[src/rtl/vga_rx_monitor.sv]
// Receive-side VGA timing monitor: recovers pixel coordinates, measures line/frame length,
// tracks timing lock and grabs one probed pixel per frame.
//
//   state   | meaning
//   SEARCH  | waiting for a vertical sync edge to start measuring
//   MEASURE | counting consecutive error-free frames toward lock
//   LOCKED  | timing matches H_TOTAL/V_TOTAL; any error drops to SEARCH
module vga_rx_monitor #(
  parameter int   H_TOTAL     = 800,
  parameter int   V_TOTAL     = 525,
  parameter int   LOCK_FRAMES = 2,
  parameter logic SYNC_ACT    = 1'b0
) (
  input  logic        clk_50MHz,
  input  logic        clear,
  input  logic        pix_en,
  input  logic        h_sync,
  input  logic        v_sync,
  input  logic        blank_n,
  input  logic [7:0]  red_in,
  input  logic [7:0]  green_in,
  input  logic [7:0]  blue_in,
  input  logic [9:0]  probe_x,
  input  logic [9:0]  probe_y,
  output logic [9:0]  x_pos,
  output logic [9:0]  y_pos,
  output logic        locked,
  output logic        h_err,
  output logic        v_err,
  output logic [10:0] line_len,
  output logic [9:0]  frame_lines,
  output logic [23:0] probe_rgb,
  output logic        probe_valid,
  output logic        frame_done
);

  typedef enum logic [1:0] {SEARCH, MEASURE, LOCKED} state_t;

  localparam int GW = $clog2(LOCK_FRAMES + 1);
  localparam logic [10:0]   H_LEN  = 11'(H_TOTAL);
  localparam logic [10:0]   WD_LEN = 11'(2 * H_TOTAL);
  localparam logic [9:0]    V_LEN  = 10'(V_TOTAL);
  localparam logic [GW-1:0] LOCK_N = GW'(LOCK_FRAMES);

  state_t        state_q;
  logic          h_prev_q, v_prev_q;
  logic [10:0]   h_cnt_q;
  logic [9:0]    v_cnt_q;
  logic [9:0]    x_pos_q, y_pos_q;
  logic [10:0]   line_len_q;
  logic [9:0]    frame_lines_q;
  logic          line_act_q, h_seen_q, frame_err_q, probe_done_q;
  logic [GW-1:0] good_cnt_q;
  logic [23:0]   probe_rgb_q;
  logic          locked_q, h_err_q, v_err_q, probe_valid_q, frame_done_q;

  logic          h_edge, v_edge, wd_hit, h_err_d, v_err_d, probe_hit;
  logic [10:0]   h_len;
  logic [9:0]    v_cnt_d;
  logic [GW-1:0] good_inc;

  assign h_edge   = pix_en && (h_prev_q != SYNC_ACT) && (h_sync == SYNC_ACT);
  assign v_edge   = pix_en && (v_prev_q != SYNC_ACT) && (v_sync == SYNC_ACT);
  assign h_len    = (h_cnt_q == '1) ? h_cnt_q : h_cnt_q + 11'd1;
  assign wd_hit   = pix_en && !h_edge && (h_len == WD_LEN);
  assign h_err_d  = (h_edge && h_seen_q && (h_len != H_LEN)) || wd_hit;
  // The h edge of a same-sample h/v pair is counted into the frame it closes.
  assign v_cnt_d  = h_edge ? v_cnt_q + 10'd1 : v_cnt_q;
  assign v_err_d  = v_edge && (state_q != SEARCH) && (v_cnt_d != V_LEN);
  assign probe_hit = pix_en && blank_n && !probe_done_q &&
                     (x_pos_q == probe_x) && (y_pos_q == probe_y);
  assign good_inc = good_cnt_q + 1'b1;

  always_ff @(posedge clk_50MHz or negedge clear) begin
    if (!clear) begin
      state_q       <= SEARCH;
      h_prev_q      <= SYNC_ACT;
      v_prev_q      <= SYNC_ACT;
      h_cnt_q       <= '0;
      v_cnt_q       <= '0;
      x_pos_q       <= '0;
      y_pos_q       <= '0;
      line_len_q    <= '0;
      frame_lines_q <= '0;
      line_act_q    <= 1'b0;
      h_seen_q      <= 1'b0;
      frame_err_q   <= 1'b0;
      probe_done_q  <= 1'b0;
      good_cnt_q    <= '0;
      probe_rgb_q   <= '0;
      locked_q      <= 1'b0;
      h_err_q       <= 1'b0;
      v_err_q       <= 1'b0;
      probe_valid_q <= 1'b0;
      frame_done_q  <= 1'b0;
    end else begin
      h_err_q       <= h_err_d;
      v_err_q       <= v_err_d;
      frame_done_q  <= v_edge;
      probe_valid_q <= probe_hit;
      if (pix_en) begin
        h_prev_q <= h_sync;
        v_prev_q <= v_sync;
        v_cnt_q  <= v_cnt_d;
        if (h_edge) begin
          h_cnt_q    <= '0;
          line_len_q <= h_len;
          x_pos_q    <= '0;
          line_act_q <= 1'b0;
          h_seen_q   <= 1'b1;
          if (line_act_q) y_pos_q <= y_pos_q + 10'd1;
        end else begin
          h_cnt_q <= wd_hit ? 11'd0 : h_len;
          if (blank_n) begin
            x_pos_q    <= x_pos_q + 10'd1;
            line_act_q <= 1'b1;
          end
        end
        if (v_edge) begin
          frame_lines_q <= v_cnt_d;
          v_cnt_q       <= '0;
          y_pos_q       <= '0;
          probe_done_q  <= 1'b0;
        end
        if (probe_hit) begin
          probe_rgb_q  <= {red_in, green_in, blue_in};
          probe_done_q <= 1'b1;
        end
        case (state_q)
          SEARCH: if (v_edge) begin
            state_q     <= MEASURE;
            good_cnt_q  <= '0;
            frame_err_q <= 1'b0;
          end
          MEASURE: begin
            if (v_edge) begin
              frame_err_q <= 1'b0;
              if (frame_err_q || h_err_d || v_err_d) begin
                good_cnt_q <= '0;
              end else begin
                good_cnt_q <= good_inc;
                if (good_inc == LOCK_N) begin
                  state_q  <= LOCKED;
                  locked_q <= 1'b1;
                end
              end
            end else if (h_err_d || v_err_d) begin
              frame_err_q <= 1'b1;
            end
          end
          LOCKED: if (h_err_d || v_err_d) begin
            state_q  <= SEARCH;
            locked_q <= 1'b0;
            h_seen_q <= 1'b0;
          end
          default: begin
            state_q  <= SEARCH;
            locked_q <= 1'b0;
          end
        endcase
      end
    end
  end

  assign x_pos       = x_pos_q;
  assign y_pos       = y_pos_q;
  assign locked      = locked_q;
  assign h_err       = h_err_q;
  assign v_err       = v_err_q;
  assign line_len    = line_len_q;
  assign frame_lines = frame_lines_q;
  assign probe_rgb   = probe_rgb_q;
  assign probe_valid = probe_valid_q;
  assign frame_done  = frame_done_q;

endmodule
[config.mk]
export PLATFORM = sky130hd
export DESIGN_NAME = vga_rx_monitor
export DESIGN_NICKNAME = d
export VERILOG_FILES = /design/src/rtl/vga_rx_monitor.sv
export SDC_FILE = /design/constraint.sdc
export NUM_CORES = 1
export LEC_CHECK = 0
export CORE_MARGIN = 2
export CORE_UTILIZATION = 48
export DETAILED_ROUTE_END_ITERATION = 10
export PLACE_DENSITY_LB_ADDON = 0.08
export SLEW_MARGIN = 25
export SYNTH_ARGS = -nofsm -noshare
export SYNTH_HDL_FRONTEND = slang
export SYNTH_SLANG_ARGS = --single-unit
[constraint.sdc]
create_clock -name clk_50MHz -period 5.2 [get_ports clk_50MHz]
set_clock_uncertainty 0.15 [all_clocks]
set_input_delay 1.3 -clock clk_50MHz [delete_from_list [all_inputs] [get_ports clk_50MHz]]
set_output_delay 1.3 -clock clk_50MHz [all_outputs]
set_load 0.02 [all_outputs]
After elaboration in Yosys (flattened, before gate mapping). Index checks and enable logic that the tools add are counted. W data, S select, Z words.

$add $sub $neg: 5. Eq/ne operators: 15. Multiplexer cells: 35. Bitwise gates (word level): 3. Reduce and logical (&&, ||, !) cells: 37.

Operators with widths (number): $mux W10 (7); $mux W11 (3); $add A10 B1 Y10 const B (3); $eq A11 B11 Y1 const B (2); $eq A10 B10 Y1 (2); $mux W2 (8); $logic_and A1 B1 Y1 (14); $mux W1 (13); $reduce_and A6 Y1 (2); $reduce_bool A2 Y1 (6); $add A11 B1 Y11 const B (1); $ne A11 B10 Y1 const B (1); $ne A10 B10 Y1 const B (1); $ne A2 B2 Y1 const B (5); $reduce_and A2 Y1 (5); $reduce_and A4 Y1 (2); $pmux W2 S3 (1); $eq A2 B2 Y1 const B (2); $logic_or A1 B1 Y1 (4); $pmux W2 S2 (1); $ne A3 B3 Y1 const B (1); $not A1 Y1 (3); $pmux W1 S3 (1); $reduce_and A3 Y1 (1); 5 further kinds (6).

Bits in registers: 101. Bits of input ports: 50. Logic and storage cells: 115.

Depth between registers and ports, before layout.
Depth after elaboration: 11. Mapped depth: 9.

Least setup slack after synthesis. OpenSTA, ideal clock, no wires.

Path type: input -> register. Start point: input port h_sync. End point: register good_cnt_q[0]. Setup time: 0.104 ns. Arrival: 2.910 ns. Setup slack: 2.037 ns. Stages: 8. Cell sequence: and3b_1 buf_4 and3_2 and3_1 o2111ai_1 o31ai_4 nand3_2 o41ai_2.

Longest elaborated chain between the ends: 11.

RTL lines: from (decl) (line 17) `input logic h_sync,`; $not A1 Y1 (*) (line 62) `assign h_edge = pix_en && (h_prev_q != SYNC_ACT) && (h_sync == SYNC_ACT);`; $logic_and A1 B1 Y1 (*) (line 62); branches (longest 5 deep; another with $mux W10); $logic_or A1 B1 Y1 (*) (line 138) `if (frame_err_q || h_err_d || v_err_d) begin`; $mux W2 (*) (line 138); $mux W2 (*) (line 136) `if (v_edge) begin`; $pmux W2 S2 (*) (line 129) `case (state_q)`; to (signal assigned) (line 141) `good_cnt_q <= good_inc;`; to (decl) (line 53) `logic [GW-1:0] good_cnt_q;`.

Mark *: on every way between the ends. The select of a mux whose other input is x is not followed. A chain may end at the register's enable or synchronous reset.

Worst setup path in the final report.
Start point: input port pix_en. End point: register good_cnt_q[0].

Longest elaborated chain between the ends: 11.

RTL lines: from (decl) (line 16) `input logic pix_en,`; branches (longest 11 deep; another with $mux W10).

Parallel ways; which one is timed is not known. The select of a mux whose other input is x is not followed.

==> qor.csv <==
stage;metric;value;unit
critical_path;CP required;5310;ps
layout;flip-flop and latch area;2527;um^2
critical_path;Reg-to-Reg Start;h_cnt_q[0];
layout;area of the multi-input gates;2181;um^2
global_route;gr ovfl total;0;
placed_design;Setup WS pre-CTS;1266;ps
die;core area;9774;um^2
sta;maximum clock rate;278.4;MHz
global_route;total track usage;0.2150;
critical_path;type of element launching the critical path;input port;
global_route;vias in the first global route;3775;
critical_path;WP depth;8;
critical_path;CP bufs+invs;2;
sta;Final Setup Violations;0;
sta;post-route minimum period;3593;ps
critical_path;worst r2r dst;good_cnt_q[0];
yosys;main area contributors after synthesis;dfrtp_1 52%, mux2_2 6.3%, xor2_1 4.4%;
power_and_ir_drop;Worst IR Drop VDD;223.0;uV
critical_path;Crit. Startpoint;pix_en;
global_route;first-pass GRT wire length;18820;um
clock_tree;Worst-Skew Late Latency;370;ps
sta;PnR worst setup slack;1607;ps
clock_tree;Reg clk slew, reported paths;90;ps
clock_tree;clk buf depth;2;
sta;Total Neg Setup Slack;0;ps
yosys;Netlist Area Pre-Place;4822;um^2
yosys;post-synth top area share;0.5241;
clock_tree;root buffer cell;clkbuf_8;
die;row cnt;36;
layout;fraction of layout cells with a size suffix above 1;0.1045;
yosys;Syn. warnings;0;
critical_path;Reg2Reg Depth;8;
yosys;FF+latch count, synth;101;
sta;Slew Limit Fails;0;
sta;worst rel slew slack;0.5112;
yosys;Avg Inst Size Synth;10.48;um^2
critical_path;CP endpoint kind;register;
clock_tree;post_cts resized;0;
clock_tree;CTS tree;done;
detailed_routing;Pre-antenna DRT Iters;5;
run;Max Cap Viol;0;
clock_tree;# hold bufs at CTS;0;
layout;fin nets;634;
yosys;Post-synth EDFFs;0;
critical_path;kind of cell adding the most delay to the critical path;compound AO/OA/AOI/OAI gates;
layout;Layout area overhead;31.66;%
yosys;fraction of registers with async set/reset;1.000;
run_status;status;completed;
clock_tree;clk sink count;101;
detailed_routing;Vias/cell;5.344;
detailed_routing;DR WL/cell;15.46;um
critical_path;CP cell instances;clkdlybuf4s50_1 > buf_4 > nand3b_1 > o31ai_1 > o2111ai_1 > o31ai_4 > nand3_2 > o41ai_2;
sta;unrepaired setup endpoints after global routing;false;
sta;Tcrit/Tclk final;0.6909;
placed_design;Buffers on Ports;119;
power_and_ir_drop;P per Cell Area;313.7;nW/um^2
sta;Tightest Pin Transition;733.2;ps
die;I/O pins;120;
layout;Antenna diodes;0;
global_route;antenna violations before repair;0;
critical_path;Crit path largest cell delay;510;ps
critical_path;CP arrival;3710;ps
die;die height;104.2;um
clock_tree;cts bufs inserted;9;
detailed_routing;drt first-iter violations;199;
placed_design;GPL Wtd Cong;0.8440;
placed_design;dpl hpwl;8031;um
sta;Final Hold Fails;0;
die;die width;104.2;um
critical_path;Crit-path slowest cell;clkdlybuf4s50_1;
detailed_routing;DR vias;3832;
critical_path;worst reg2reg setup slack;2350;ps
yosys;area leader, netlist;dfrtp_1;
clock_tree;CTS H-tree depth;3;
critical_path;crit path to;good_cnt_q[0];
yosys;Gate Count Post-Synth;460;
detailed_routing;routed wire length;11090;um
worst_hold_path;Hold Path Class;register to register;
layout;Layout Cells excl Fill;717;
die;Starting Density;0.4933;
yosys;Synth Flop Type;dfrtp_1;
clock_tree;Post-CTS Setup Inserts;0;
critical_path;critical path type;input port to register;
critical_path;Crit Path Max Fanout;23;
placed_design;placed cells;701;
detailed_routing;Final ANT Viol Nets;0;
power_and_ir_drop;cell leakage power;2.749;nW
yosys;sequential share of the synthesized area;0.5241;
layout;filler cell count;810;
yosys;Syn Nets;515;
die;area of the die;10860;um^2
detailed_routing;DR DRC count;0;
global_route;largest net degree at the start of global routing;83;
yosys;post-synth cell types;52;
Yosys cell counts (all sizes together) (7+ instances only):
cell type,number
a21oi,15
mux2,28
nor3,8
dfrtp,101
nand3,12
nor2,42
xor2,24
nand4,19
clkbuf,13
and2,7
xnor2,21
or3,9
o21ai,31
nand2,54
inv,10
registers in the layout (all words and copies together), names as in the netlist, 2 cells and up:
signal / cells
x_pos: 10
v_cnt_q: 10
frame_lines: 10
h_cnt_q: 11
good_cnt_q: 2
y_pos: 10
state_q: 2
probe_rgb: 24
line_len: 11
metal layers:
metal  track usage  vias to the layer above  share of wire
met5             0                        -              0
met2        0.3360                      135           0.46
met3       0.03947                       13          0.052
met1        0.2978                     1840           0.47
met4       0.08591                        0          0.016
li1              -                     1844              -
how the worst min path moves through the flow:
stage	from	endpoint	slack, ps	cells past startpoint
finish	line_len[4]	line_len[4]	320	2
global route	line_len[5]	line_len[5]	370	2
CTS	line_len[4]	line_len[4]	330	2
detailed placement	line_len[4]	line_len[4]	310	2
global placement	line_len[4]	line_len[4]	300	2
floorplan	probe_done_q	probe_done_q	300	1
power breakdown:
part / switching (mW) / leakage [nW] / total, mW / internal (mW)
registers: 0.116 / 1.36 / 0.996 / 0.880
logic: 0.255 / 1.30 / 0.500 / 0.245
clock network: 0.271 / 0.0939 / 0.496 / 0.225
worst register-to-register path: cells and delay by family, from the launching register on:
kind / cells / cell delay, ps
compound gates: 1 / 350
simple gates: 6 / 1470
flops: 1 / 450
fa+ha+maj: 1 / 330
area by class of cell:
| type | instances | area share |
|---|---|---|
| clock buffers | 11 | 0.02069 |
| clock inverters | 5 | 0.009460 |
| inverters | 10 | 0.005912 |
| multi-input cells | 331 | 0.3435 |
| flip-flops and latches | 101 | 0.3981 |
| well taps | 133 | 0.02621 |
| repair buffers | 126 | 0.1961 |
stage by stage:
stage	cell area (um^2)	util	hold WS [ps]	total power, mW
4_1_cts	6345	0.6491	327.7	2.014
5_1_grt	6349	0.6495	368.3	2.107
6_report	6349	0.6495	322.5	1.991
2_1_floorplan	4822	-	301.2	1.271
3_3_place_gp	6153	0.6295	300.8	1.501
3_5_place_dp	6153	0.6295	313.2	1.513
kinds of logic (layout without fill, tap and decap cells):
kind of cell             after synthesis  in the layout  synth area share
buffers and inverters                 28            152           0.02361
XOR/XNOR                              45             45           0.08173
adder cells (fa/ha/maj)                5              5           0.01297
flip-flops                           101            101            0.5241
AND/OR/NAND/NOR                      175            175            0.1868
AO/OA/AOI/OAI                         73             73           0.09497
multiplexers                          33             33           0.07577
placed cells by master (no fill, tap or decap), types with 2 or more instances in the layout:
| cell type | instances |
|---|---|
| clkdlybuf4s50_1 | 118 |
| dfrtp_1 | 101 |
| nand2_1 | 53 |
| nor2_1 | 42 |
| o21ai_0 | 29 |
| mux2_2 | 27 |
| xor2_1 | 24 |
| xnor2_1 | 21 |
| nand4_1 | 19 |
| a21oi_1 | 15 |
| inv_1 | 10 |
| or3_1 | 9 |
| clkbuf_8 | 9 |
| nand3_1 | 8 |
| nor3_1 | 7 |
| and2_1 | 7 |
| buf_4 | 7 |
| mux2i_1 | 5 |
| o22ai_1 | 5 |
| ha_1 | 5 |
| nand3_2 | 4 |
| nand3b_1 | 4 |
| and3_1 | 4 |
| o31ai_1 | 3 |
| a31oi_1 | 3 |
| nor4_1 | 3 |
| o21a_1 | 3 |
| and4_1 | 2 |
| nor2b_1 | 2 |
| nand2b_1 | 2 |
| o2bb2ai_1 | 2 |
| o21ai_1 | 2 |
| a22o_1 | 2 |
| clkbuf_1 | 2 |
Note: power is estimated with default switching activity, not from simulation.
